**src/rtl/write_scoreboard_pkg.sv**
```systemverilog
// write_scoreboard_pkg: shared register, write-descriptor and counter types for the write scoreboard
package write_scoreboard_pkg;
    localparam int SB_CNT_W = 3;
    typedef logic [4:0] creg_addr_t;
    typedef enum logic [1:0] {SRC_ALU = 2'd0, SRC_MEM = 2'd1, SRC_IMM = 2'd2, SRC_PC = 2'd3} src_t;
    typedef struct packed {
        logic       valid;
        src_t       src;
        logic [31:0] value;
        creg_addr_t dst;
    } write_reg_t;
    typedef logic [SB_CNT_W-1:0] sb_cnt_t;
endpackage

```
**src/rtl/write_sb_counter.sv**
```systemverilog
// write_sb_counter: one register's outstanding-write counter with net delta, plus its load-pending flag
// Ports: clk, reset (async), flush; acc = bundle accepted; inc/dec = same-cycle issues/writebacks;
//        mem = youngest issue to this register is a load; busy, mem_pending; overflow (would exceed max
//        if accepted), underflow (writeback below zero this cycle).
module write_sb_counter #(
    parameter int CNT_W = 3,
    parameter int DW    = 2
) (
    input  logic          clk,
    input  logic          reset,
    input  logic          flush,
    input  logic          acc,
    input  logic [DW-1:0] inc,
    input  logic [DW-1:0] dec,
    input  logic          mem,
    output logic          busy,
    output logic          mem_pending,
    output logic          overflow,
    output logic          underflow
);
    localparam int SW = CNT_W + DW + 1;
    localparam logic signed [SW-1:0] MAX = SW'((1 << CNT_W) - 1);
    logic [CNT_W-1:0] count;
    logic signed [SW-1:0] c_s, i_s, d_s, a_s, tot, nxt;
    always_comb begin
        c_s = SW'(count);
        i_s = SW'(inc);
        d_s = SW'(dec);
        a_s = acc ? i_s : '0;
        tot = c_s + i_s - d_s;
        nxt = c_s + a_s - d_s;
    end
    // overflow uses the would-be issues so it can gate acceptance of the bundle
    assign overflow  = tot > MAX;
    assign underflow = nxt[SW-1] & ~flush;
    assign busy      = count != '0;
    always_ff @(posedge clk or posedge reset) begin
        if (reset) begin
            count       <= '0;
            mem_pending <= 1'b0;
        end else if (flush) begin
            count       <= '0;
            mem_pending <= 1'b0;
        end else begin
            count       <= nxt[SW-1] ? '0 : nxt[CNT_W-1:0];
            mem_pending <= (nxt[SW-1] || nxt == '0) ? 1'b0 : (acc && inc != '0) ? mem : mem_pending;
        end
    end
endmodule

```
**src/rtl/write_scoreboard.sv**
```systemverilog
// write_scoreboard: tracks outstanding register writes and stalls issue bundles on RAW hazards
// Ports: clk, reset (async); flush; issue_valid/issue_wr/issue_rs/issue_rt per lane (lane 0 oldest);
//        issue_ready (whole bundle accepted); wb_valid/wb_dst per writeback port; busy, mem_pending
//        per register; err_underflow (sticky).
module write_scoreboard
    import write_scoreboard_pkg::*;
#(
    parameter int ISSUE_WIDTH = 2,
    parameter int WB_WIDTH    = 2,
    parameter int CNT_W       = 3
) (
    input  logic                         clk,
    input  logic                         reset,
    input  logic                         flush,
    input  logic [ISSUE_WIDTH-1:0]       issue_valid,
    input  write_reg_t [ISSUE_WIDTH-1:0] issue_wr,
    input  creg_addr_t [ISSUE_WIDTH-1:0] issue_rs,
    input  creg_addr_t [ISSUE_WIDTH-1:0] issue_rt,
    output logic                         issue_ready,
    input  logic [WB_WIDTH-1:0]          wb_valid,
    input  creg_addr_t [WB_WIDTH-1:0]    wb_dst,
    output logic [31:0]                  busy,
    output logic [31:0]                  mem_pending,
    output logic                         err_underflow
);
    localparam int MW = ISSUE_WIDTH > WB_WIDTH ? ISSUE_WIDTH : WB_WIDTH;
    localparam int DW = $clog2(MW + 1);
    logic [ISSUE_WIDTH-1:0] trk;
    logic hazard, accept, unused_value;
    logic [DW-1:0] inc [32];
    logic [DW-1:0] dec [32];
    logic [31:0] mem_y, ovf, uf;
    // busy[0] is constant 0, so register 0 sources never hazard; tracked dsts are nonzero
    always_comb begin
        hazard       = 1'b0;
        unused_value = 1'b0;
        for (int i = 0; i < ISSUE_WIDTH; i++) begin
            trk[i]       = issue_valid[i] && issue_wr[i].valid && issue_wr[i].dst != '0;
            unused_value = unused_value ^ (^issue_wr[i].value);
        end
        for (int i = 0; i < ISSUE_WIDTH; i++) begin
            hazard = hazard | (issue_valid[i] && (busy[issue_rs[i]] || busy[issue_rt[i]]));
            for (int j = 0; j < i; j++)
                hazard = hazard | (issue_valid[i] && trk[j] &&
                         (issue_rs[i] == issue_wr[j].dst || issue_rt[i] == issue_wr[j].dst));
        end
    end
    // later lanes overwrite mem_y so the youngest write to a register decides its load flag
    always_comb begin
        mem_y = '0;
        for (int r = 0; r < 32; r++) begin
            inc[r] = '0;
            dec[r] = '0;
        end
        for (int i = 0; i < ISSUE_WIDTH; i++)
            if (trk[i]) begin
                inc[issue_wr[i].dst]   = inc[issue_wr[i].dst] + DW'(1);
                mem_y[issue_wr[i].dst] = issue_wr[i].src == SRC_MEM;
            end
        for (int w = 0; w < WB_WIDTH; w++)
            if (wb_valid[w] && wb_dst[w] != '0)
                dec[wb_dst[w]] = dec[wb_dst[w]] + DW'(1);
    end
    assign issue_ready = ~reset & ~hazard & ~|ovf & ~flush;
    assign accept      = issue_ready & |issue_valid;
    assign busy[0]        = 1'b0;
    assign mem_pending[0] = 1'b0;
    assign ovf[0]         = 1'b0;
    assign uf[0]          = 1'b0;
    for (genvar r = 1; r < 32; r++) begin : g_cnt
        write_sb_counter #(.CNT_W(CNT_W), .DW(DW)) u_cnt (
            .clk(clk), .reset(reset), .flush(flush), .acc(accept),
            .inc(inc[r]), .dec(dec[r]), .mem(mem_y[r]),
            .busy(busy[r]), .mem_pending(mem_pending[r]),
            .overflow(ovf[r]), .underflow(uf[r])
        );
    end
    always_ff @(posedge clk or posedge reset) begin
        if (reset) err_underflow <= 1'b0;
        else if (|uf) err_underflow <= 1'b1;
    end
endmodule

```
**config.mk**
```make
export PLATFORM = sky130hd
export DESIGN_NAME = write_scoreboard
export DESIGN_NICKNAME = d
export VERILOG_FILES = /design/src/rtl/write_scoreboard_pkg.sv /design/src/rtl/write_sb_counter.sv /design/src/rtl/write_scoreboard.sv
export SDC_FILE = /design/constraint.sdc
export NUM_CORES = 1
export LEC_CHECK = 0
export CAP_MARGIN = 20
export CORE_MARGIN = 2
export CORE_UTILIZATION = 65
export DETAILED_ROUTE_END_ITERATION = 7
export DONT_BUFFER_PORTS = 1
export PLACE_DENSITY_LB_ADDON = 0.05
export SETUP_SLACK_MARGIN = 0.3
export SYNTH_ARGS = -nofsm -noshare
export SYNTH_HDL_FRONTEND = slang
export SYNTH_SLANG_ARGS = --single-unit
```
**constraint.sdc**
```tcl
create_clock -name clk -period 11.1 [get_ports clk]
set_clock_uncertainty 0.1 [all_clocks]
set_input_delay 1.11 -clock clk [delete_from_list [all_inputs] [get_ports clk]]
set_output_delay 1.11 -clock clk [all_outputs]
set_load 0.03 [all_outputs]
```
# Word-level counts from Yosys, hierarchy flattened
# Memories as Yosys holds them, arrays and structs flattened.
# Index checks and enable logic that the tools add are counted.
[totals]
mem_bits_ro = 128
n_memories = 2
register_bits = 125
elab_cells = 729
inputBits = 117
[op_classes]
bitwise_logic = 47
add_sub_neg = 128
n_mux = 225
n_reduce_logical = 213
n_eq_ne = 4
n_lt_le_gt_ge = 47
[memory_table]
columns = ["memory", "depth", "word_bits", "read_ports", "rd_clocked_by_memory_dff", "write_ports", "line_no", "source"]
rows = [
  ["(name not given)", 32, 2, 1, 0, 0, "write_scoreboard.sv:62", "dec[wb_dst[w]] = dec[wb_dst[w]] + DW'(1);"],
  ["(name not given)", 32, 2, 1, 0, 0, "write_scoreboard.sv:57", "inc[issue_wr[i].dst] = inc[issue_wr[i].dst] + DW'(1);"],
]
[ops]
columns = ["operator", "n"]
rows = [
  ["6-bit by 3-bit subtractor with 6-bit output", 62],
  ["4-bit by 6-bit adder with 6-bit output", 31],
  ["6-bit by 4-bit > comparator with 1-bit output, second input constant", 31],
  ["6-bit logical NOT", 31],
  ["3-bit 2-to-1 mux", 62],
  ["3-bit nonzero test", 62],
  ["64-bit bitwise AND", 2],
  ["64-bit bitwise mux", 2],
  ["64-bit 2-to-1 mux", 2],
  ["3-bit by 2-bit adder with 4-bit output", 31],
  ["62-bit 2-to-1 mux", 2],
  ["1-bit 2-to-1 mux", 99],
  ["2-bit 2-to-1 mux", 43],
  ["32-bit 2-to-1 mux", 2],
  ["2-bit nonzero test", 31],
  ["31-bit OR reduction", 2],
  ["1-bit logical AND", 47],
  ["2-bit demux with 5-bit select", 4],
  ["5-bit by 6-bit less-than comparator with 1-bit output, second input constant", 6],
  ["1-bit bitwise AND", 35],
  ["1-bit logical OR", 34],
  ["32-bit bitwise AND", 1],
  ["32-bit bitwise mux", 1],
  ["6-bit greater-or-equal comparator, second input constant", 4],
  ["other kinds (14)", 37],
]

# Depth between registers and ports, before layout
[logic_depth]
word_depth = 28
depth_mapped = 39

# Hierarchy
# From an unflattened synthesis, not the netlist that was laid out.
[unflattened]
hier_cells = 2335
hier_area_um2 = 19456.2
[modules_own_cells]
columns = ["mod", "area_per_inst_um2", "cells_per_inst", "instances"]
rows = [
  ["write_sb_counter", 494.2, 55, 31],
  ["write_scoreboard", 4135.2, 630, 1],
]

# Least setup slack after synthesis
# Ideal clock, no wire load.
[synth_timing]
path_kind = "input to register"
from = "input port issue_wr[4] in the netlist's numbering"
to = "register g_cnt[3].u_cnt.mem_pending"
path_stages = 34
path_slack_ps = 2391
setup_ps = 127
required_time_ps = 10873
t_arrival_ps = 8482
path_cell_list = "buf_4 -> o21bai_1 -> o21a_1 -> buf_4 -> nor3_4 -> buf_6 -> buf_2 -> nor2_1 -> clkbuf_1 -> nor2_1 -> nor2_1 -> ha_1 -> fa_1 -> inv_1 -> fa_1 -> a21oi_1 -> o21ai_0 -> nor4_1 -> and4_1 -> nand4_1 -> or4_1 -> or4_1 -> buf_2 -> buf_6 -> buf_2 -> nor3_1 -> fa_1 -> fa_1 -> nor3_1 -> a31oi_1 -> or3_1 -> maj3_1 -> nand2b_1 -> a211oi_1"
[synth_between]
elab_chain_len = 28
elab_cells_between_ends = 146
classes_between = "66 x add/sub; 35 x order compare; 2 x eq/ne; 19 x mux; 9 x bitwise; 14 x reduce/logical; 1 x memory"
[synth_lines]
columns = ["item", "line_no", "source"]
rows = [
  ["start, declared", "write_scoreboard.sv:16", "input write_reg_t [ISSUE_WIDTH-1:0] issue_wr,"],
  ["5-bit NOT with 6-bit output (not written as such)", "write_scoreboard.sv:57", ""],
  ["memory 32 x 2 bit (tied with other cells)", "-", ""],
  ["2-bit 2-to-1 mux (not written as such) / 1-bit logical AND (equally long branches)", "write_scoreboard.sv:57", ""],
  ["2-bit 2-to-1 mux (not written as such)", "write_scoreboard.sv:57", ""],
  ["2-bit by 1-bit adder with 2-bit output / 2-bit demux with 5-bit select (equally long branches)", "write_scoreboard.sv:57", ""],
  ["64-bit bitwise AND (no source line)", "-", ""],
  ["64-bit 2-to-1 mux", "write_scoreboard.sv:56", "if (trk[i]) begin"],
  ["2-bit binary-select mux with 5-bit select", "write_scoreboard.sv:57", ""],
  ["[... 12 more ...]", "-", ""],
  ["1-bit bitwise AND", "write_scoreboard.sv:65", "assign accept = issue_ready & |issue_valid;"],
  ["2-bit 2-to-1 mux", "write_sb_counter.sv:29", "a_s = acc ? i_s : '0;"],
  ["4-bit by 6-bit adder with 6-bit output", "write_sb_counter.sv:31", "nxt = c_s + a_s - d_s;"],
  ["6-bit by 3-bit subtractor with 6-bit output", "write_sb_counter.sv:31", ""],
  ["6-bit logical NOT", "write_sb_counter.sv:46", "mem_pending <= (nxt[SW-1] || nxt == '0) ? 1'b0 : (acc && inc != '0) ? mem : mem_pending;"],
  ["1-bit logical OR", "write_sb_counter.sv:46", ""],
  ["1-bit 2-to-1 mux", "write_sb_counter.sv:46", ""],
  ["1-bit 2-to-1 mux", "write_sb_counter.sv:41", "end else if (flush) begin"],
  ["end signal, assigned", "write_sb_counter.sv:46", ""],
  ["end, declared", "write_sb_counter.sv:17", "output logic mem_pending,"],
]
# Parallel ways exist; a longest one is shown, timed or not. The select of a mux whose other input is x is not followed.
# A chain may end at the register's enable or synchronous reset.

# Worst setup path after layout
[layout_timing]
from = "input port issue_valid[0]"
to = "register err_underflow"
[layout_between]
elab_chain_len = 22
elab_cells_between_ends = 240
classes_between = "125 x add/sub; 31 x order compare; 37 x mux; 38 x bitwise; 9 x reduce/logical"
[layout_lines]
columns = ["item", "line_no", "source"]
rows = [
  ["start, declared", "write_scoreboard.sv:15", "input logic [ISSUE_WIDTH-1:0] issue_valid,"],
  ["1-bit logical AND (2 in a row)", "write_scoreboard.sv:38", "trk[i] = issue_valid[i] && issue_wr[i].valid && issue_wr[i].dst != '0;"],
  ["64-bit 2-to-1 mux", "write_scoreboard.sv:56", ""],
  ["2-bit binary-select mux with 5-bit select", "write_scoreboard.sv:57", ""],
  ["2-bit 2-to-1 mux (not written as such) (2 in a row)", "write_scoreboard.sv:57", ""],
  ["2-bit by 1-bit adder with 2-bit output", "write_scoreboard.sv:57", ""],
  ["64-bit bitwise mux", "write_scoreboard.sv:57", ""],
  ["62-bit 2-to-1 mux", "write_scoreboard.sv:56", ""],
  ["3-bit by 2-bit adder with 4-bit output", "write_sb_counter.sv:30", "tot = c_s + i_s - d_s;"],
  ["[... 3 more ...]", "-", ""],
  ["1-bit logical NOT", "write_scoreboard.sv:64", "assign issue_ready = ~reset & ~hazard & ~|ovf & ~flush;"],
  ["1-bit bitwise AND (2 in a row)", "write_scoreboard.sv:64", ""],
  ["1-bit bitwise AND", "write_scoreboard.sv:65", ""],
  ["2-bit 2-to-1 mux", "write_sb_counter.sv:29", ""],
  ["4-bit by 6-bit adder with 6-bit output", "write_sb_counter.sv:31", ""],
  ["6-bit by 3-bit subtractor with 6-bit output", "write_sb_counter.sv:31", ""],
  ["1-bit bitwise AND", "write_sb_counter.sv:35", "assign underflow = nxt[SW-1] & ~flush;"],
  ["31-bit OR reduction *", "write_scoreboard.sv:80", "else if (|uf) err_underflow <= 1'b1;"],
  ["end signal, assigned", "write_scoreboard.sv:79", "if (reset) err_underflow <= 1'b0;"],
  ["end signal, assigned", "write_scoreboard.sv:80", ""],
  ["end, declared", "write_scoreboard.sv:24", "output logic err_underflow"],
]
# Every way passes the cells marked *; elsewhere a longest branch is shown, timed or not. The select of a mux whose other input is x is not followed.

==> metrics <==
run status=completed; clock slew at reported path FFs=0.06 ns; GRT met1 Usage=a little over half; layout cell share with drive strength beyond 1=5.03%; max incr delay on CP=roughly 0.76 ns; RSZ-0062 raised after global routing=no; P&R area growth vs syn=2.32%; CTS max path bufs=2; GR peak layer=met2; fin crit share=between 80% and 90%; Total Wirelength=66800 um; Final Hold Viols=0; Port Buffers=0; DP Wirelength=52500 um; crit path time final=between 9 and 10 ns; RePlAce Congestion=approximately 1; cts hold-fix bufs=0; Setup violations, final=0; EDFF count, synth=0; startpoint types=input port; min-delay worst type=input port to async pin; routing usage on met2=62.8%; DRC=0; Setup TNS=0 ns; initial antenna violation count=2; Synth cell types=just under 90; CTS Buf Count=17; FF+latch area=3130 um2; async set-reset flop share out of synthesis=100%; I/O pin cnt=183; Die ar.=around 33000 um2; Worst EP arrival=just over 9 ns; GR Layer Usage met3=a little over a tenth; pwr/cell area=between 80 and 90 nW/um2; Worst Max-Slew Pin Slew=about 1.3 ns; fin util=67.1%; Horiz. Die Dim=182 um; Top FF cell, synth=dfrtp_1; Final ANT Viol Nets=0; WL per Instance=approximately 23 um; CTS tree=yes; crit path from=issue_valid[0]; vias in the first global route=around 19000; total gr overflow=0; Synthesis Warnings=0; sequential share of the synthesized area=approximately 15%; 1st-iter DRT viols=1927; CP endpoint kind=flop; CORE AREA=about 31000 um2; FMAX=around 0.11 GHz; GRT Overall Usage=between 40% and 50%; top cell family by delay on the critical path=simple AND/OR/NAND/NOR gates; vias=~19000; Peak supply drop=106 uV; Multi-input gate area=about 15000 um2; number of max-cap violations=0; Worst-Skew Late Latency=~0.45 ns; Crit-path slowest cell=or4_4; #FFs+latches synth=around 130; first-pass GRT wire length=approximately 100000 um; CTS sink cnt=125; row cnt=65; via/cell ratio=about 6.6; fin worst setup slack=~2.0 ns; root buf cell=clkbuf_16; CP required=around 11 ns; post-cts resize count=0; TritonRoute pass-1 iters=6; die height=about 180 um; Critical Path Most Common Cell=nor2_1; CTS H-Tree Depth=4; pre-CTS setup slack=1.74 ns; Netlist Area Pre-Place=a little over 20000 um2; Lkg Pwr=9.34 nW; crit-path max FO=33; Setup Buffers After CTS=0; WHS=roughly 0.56 ns; CP bufs+invs=3; Fillers=about 2700; total chip power=between 1.5 and 2 mW; relative slew slack=15.4%; RR Startpoint=g_cnt[28].u_cnt.count[1]; Initial Utilization=between 60% and 70%; Nets=between 2000 and 3000; Synth Instances=about 2600; critical path class=input port to flop; synthesized area per cell=approximately 8.0 um2; largest net degree at the start of global routing=96; Max Slew Vio Count=0
## cell type report
class	instances	share of cell area (%)
Multi-Input combinational cell	2006	73.4
Sequential cell	125	14.8
Inverter	280	5.01
Tap cell	402	2.39
Clock buffer	23	2.27
Timing Repair Buffer	41	1.64
Clock inverter	8	0.427
Antenna cell	1	0.0119
## cells in the mapped netlist (10+ instances only)
cell        n  area, um2
ha_1      310       3880
inv_1     277       1040
nor2_1    270       1010
a21oi_1   162        811
nor3_1    152        761
nand2_1   138        518
dfrtp_1   125       3130
and2_1     94        588
fa_1       94       1880
o21ai_0    76        380
a21o_1     69        518
buf_4      69        518
clkbuf_1   59        221
xnor2_1    56        490
nand2b_1   54        338
nand3_1    45        225
a31oi_1    38        238
o211ai_1   33        248
o31ai_1    31        233
buf_2      22        110
nor4_1     22        138
o22ai_1    22        138
xor2_1     20        175
a211oi_1   16        120
o221a_1    16        180
or3_1      16        100
mux2i_1    15        150
maj3_1     14        140
nor2b_1    13       81.3
o21a_1     13       97.6
buf_1      12       45.0
nand4_1    12       75.1
nor3_2     11        110
nand3b_1   10       75.1
## routing by layer
metal  vias up  share of wire [%]
li1       8708                  -
met1      9100                 40
met2      1114                 43
met3       259                 12
met4         0                5.5
met5         -                  0
## placed cells by master, fill, tap and decap left out, types with 22 or more instances in the layout
cell      netlist  routed
inv_1         277     276
nand2_1       138     138
a21oi_1       162     162
dfrtp_1       125     125
o21ai_0        76      76
buf_4          69      37
and2_1         94      94
nand2b_1       54      54
o22ai_1        22      22
ha_1          310     310
o31ai_1        31      31
a31oi_1        38      38
fa_1           94      94
a21o_1         69      69
xnor2_1        56      56
nor3_1        152     152
nand3_1        45      45
nor2_1        270     269
o211ai_1       33      33
## cell families after synthesis
logic type / Yosys count / share of synthesized area [%]
compound gates: 579 / 18.8
xor+xnor: 77 / 3.31
fa+ha+maj: 418 / 28.6
buf+inv: 448 / 9.77
flops: 125 / 15.2
mux: 26 / 1.82
other cells: 1 / 0.0182
simple gates: 904 / 22.5
## report_power, final
group	switching (mW)	internal (mW)
clock	0.228	0.344
sequential	0.0293	0.472
combinational	0.406	0.227
## final timing paths
check,endpoint,slack [ns],cells past startpoint
worst min register to register,err_underflow,0.60,1
worst max register to register,err_underflow,3.95,21
worst min-delay path,g_cnt[15].u_cnt.mem_pending,0.56,1
worst max-delay path,err_underflow,1.99,29
max in group asynchronous,err_underflow,9.17,2
min in group clk,err_underflow,0.60,1
## through the flow
step	instance area, um2	std cells
detailed placement	20500	2852
CTS	21100	2883
global placement	20500	2852
finish	21100	2886
floorplan	20600	2579
global route	21100	2885
## registers in the layout, summed over array words and instances (netlist names)
signal	flops
g_cnt.u_cnt.count	93
g_cnt.u_cnt.mem_pending	31
err_underflow	1
Power figures use the tool's default switching activity.
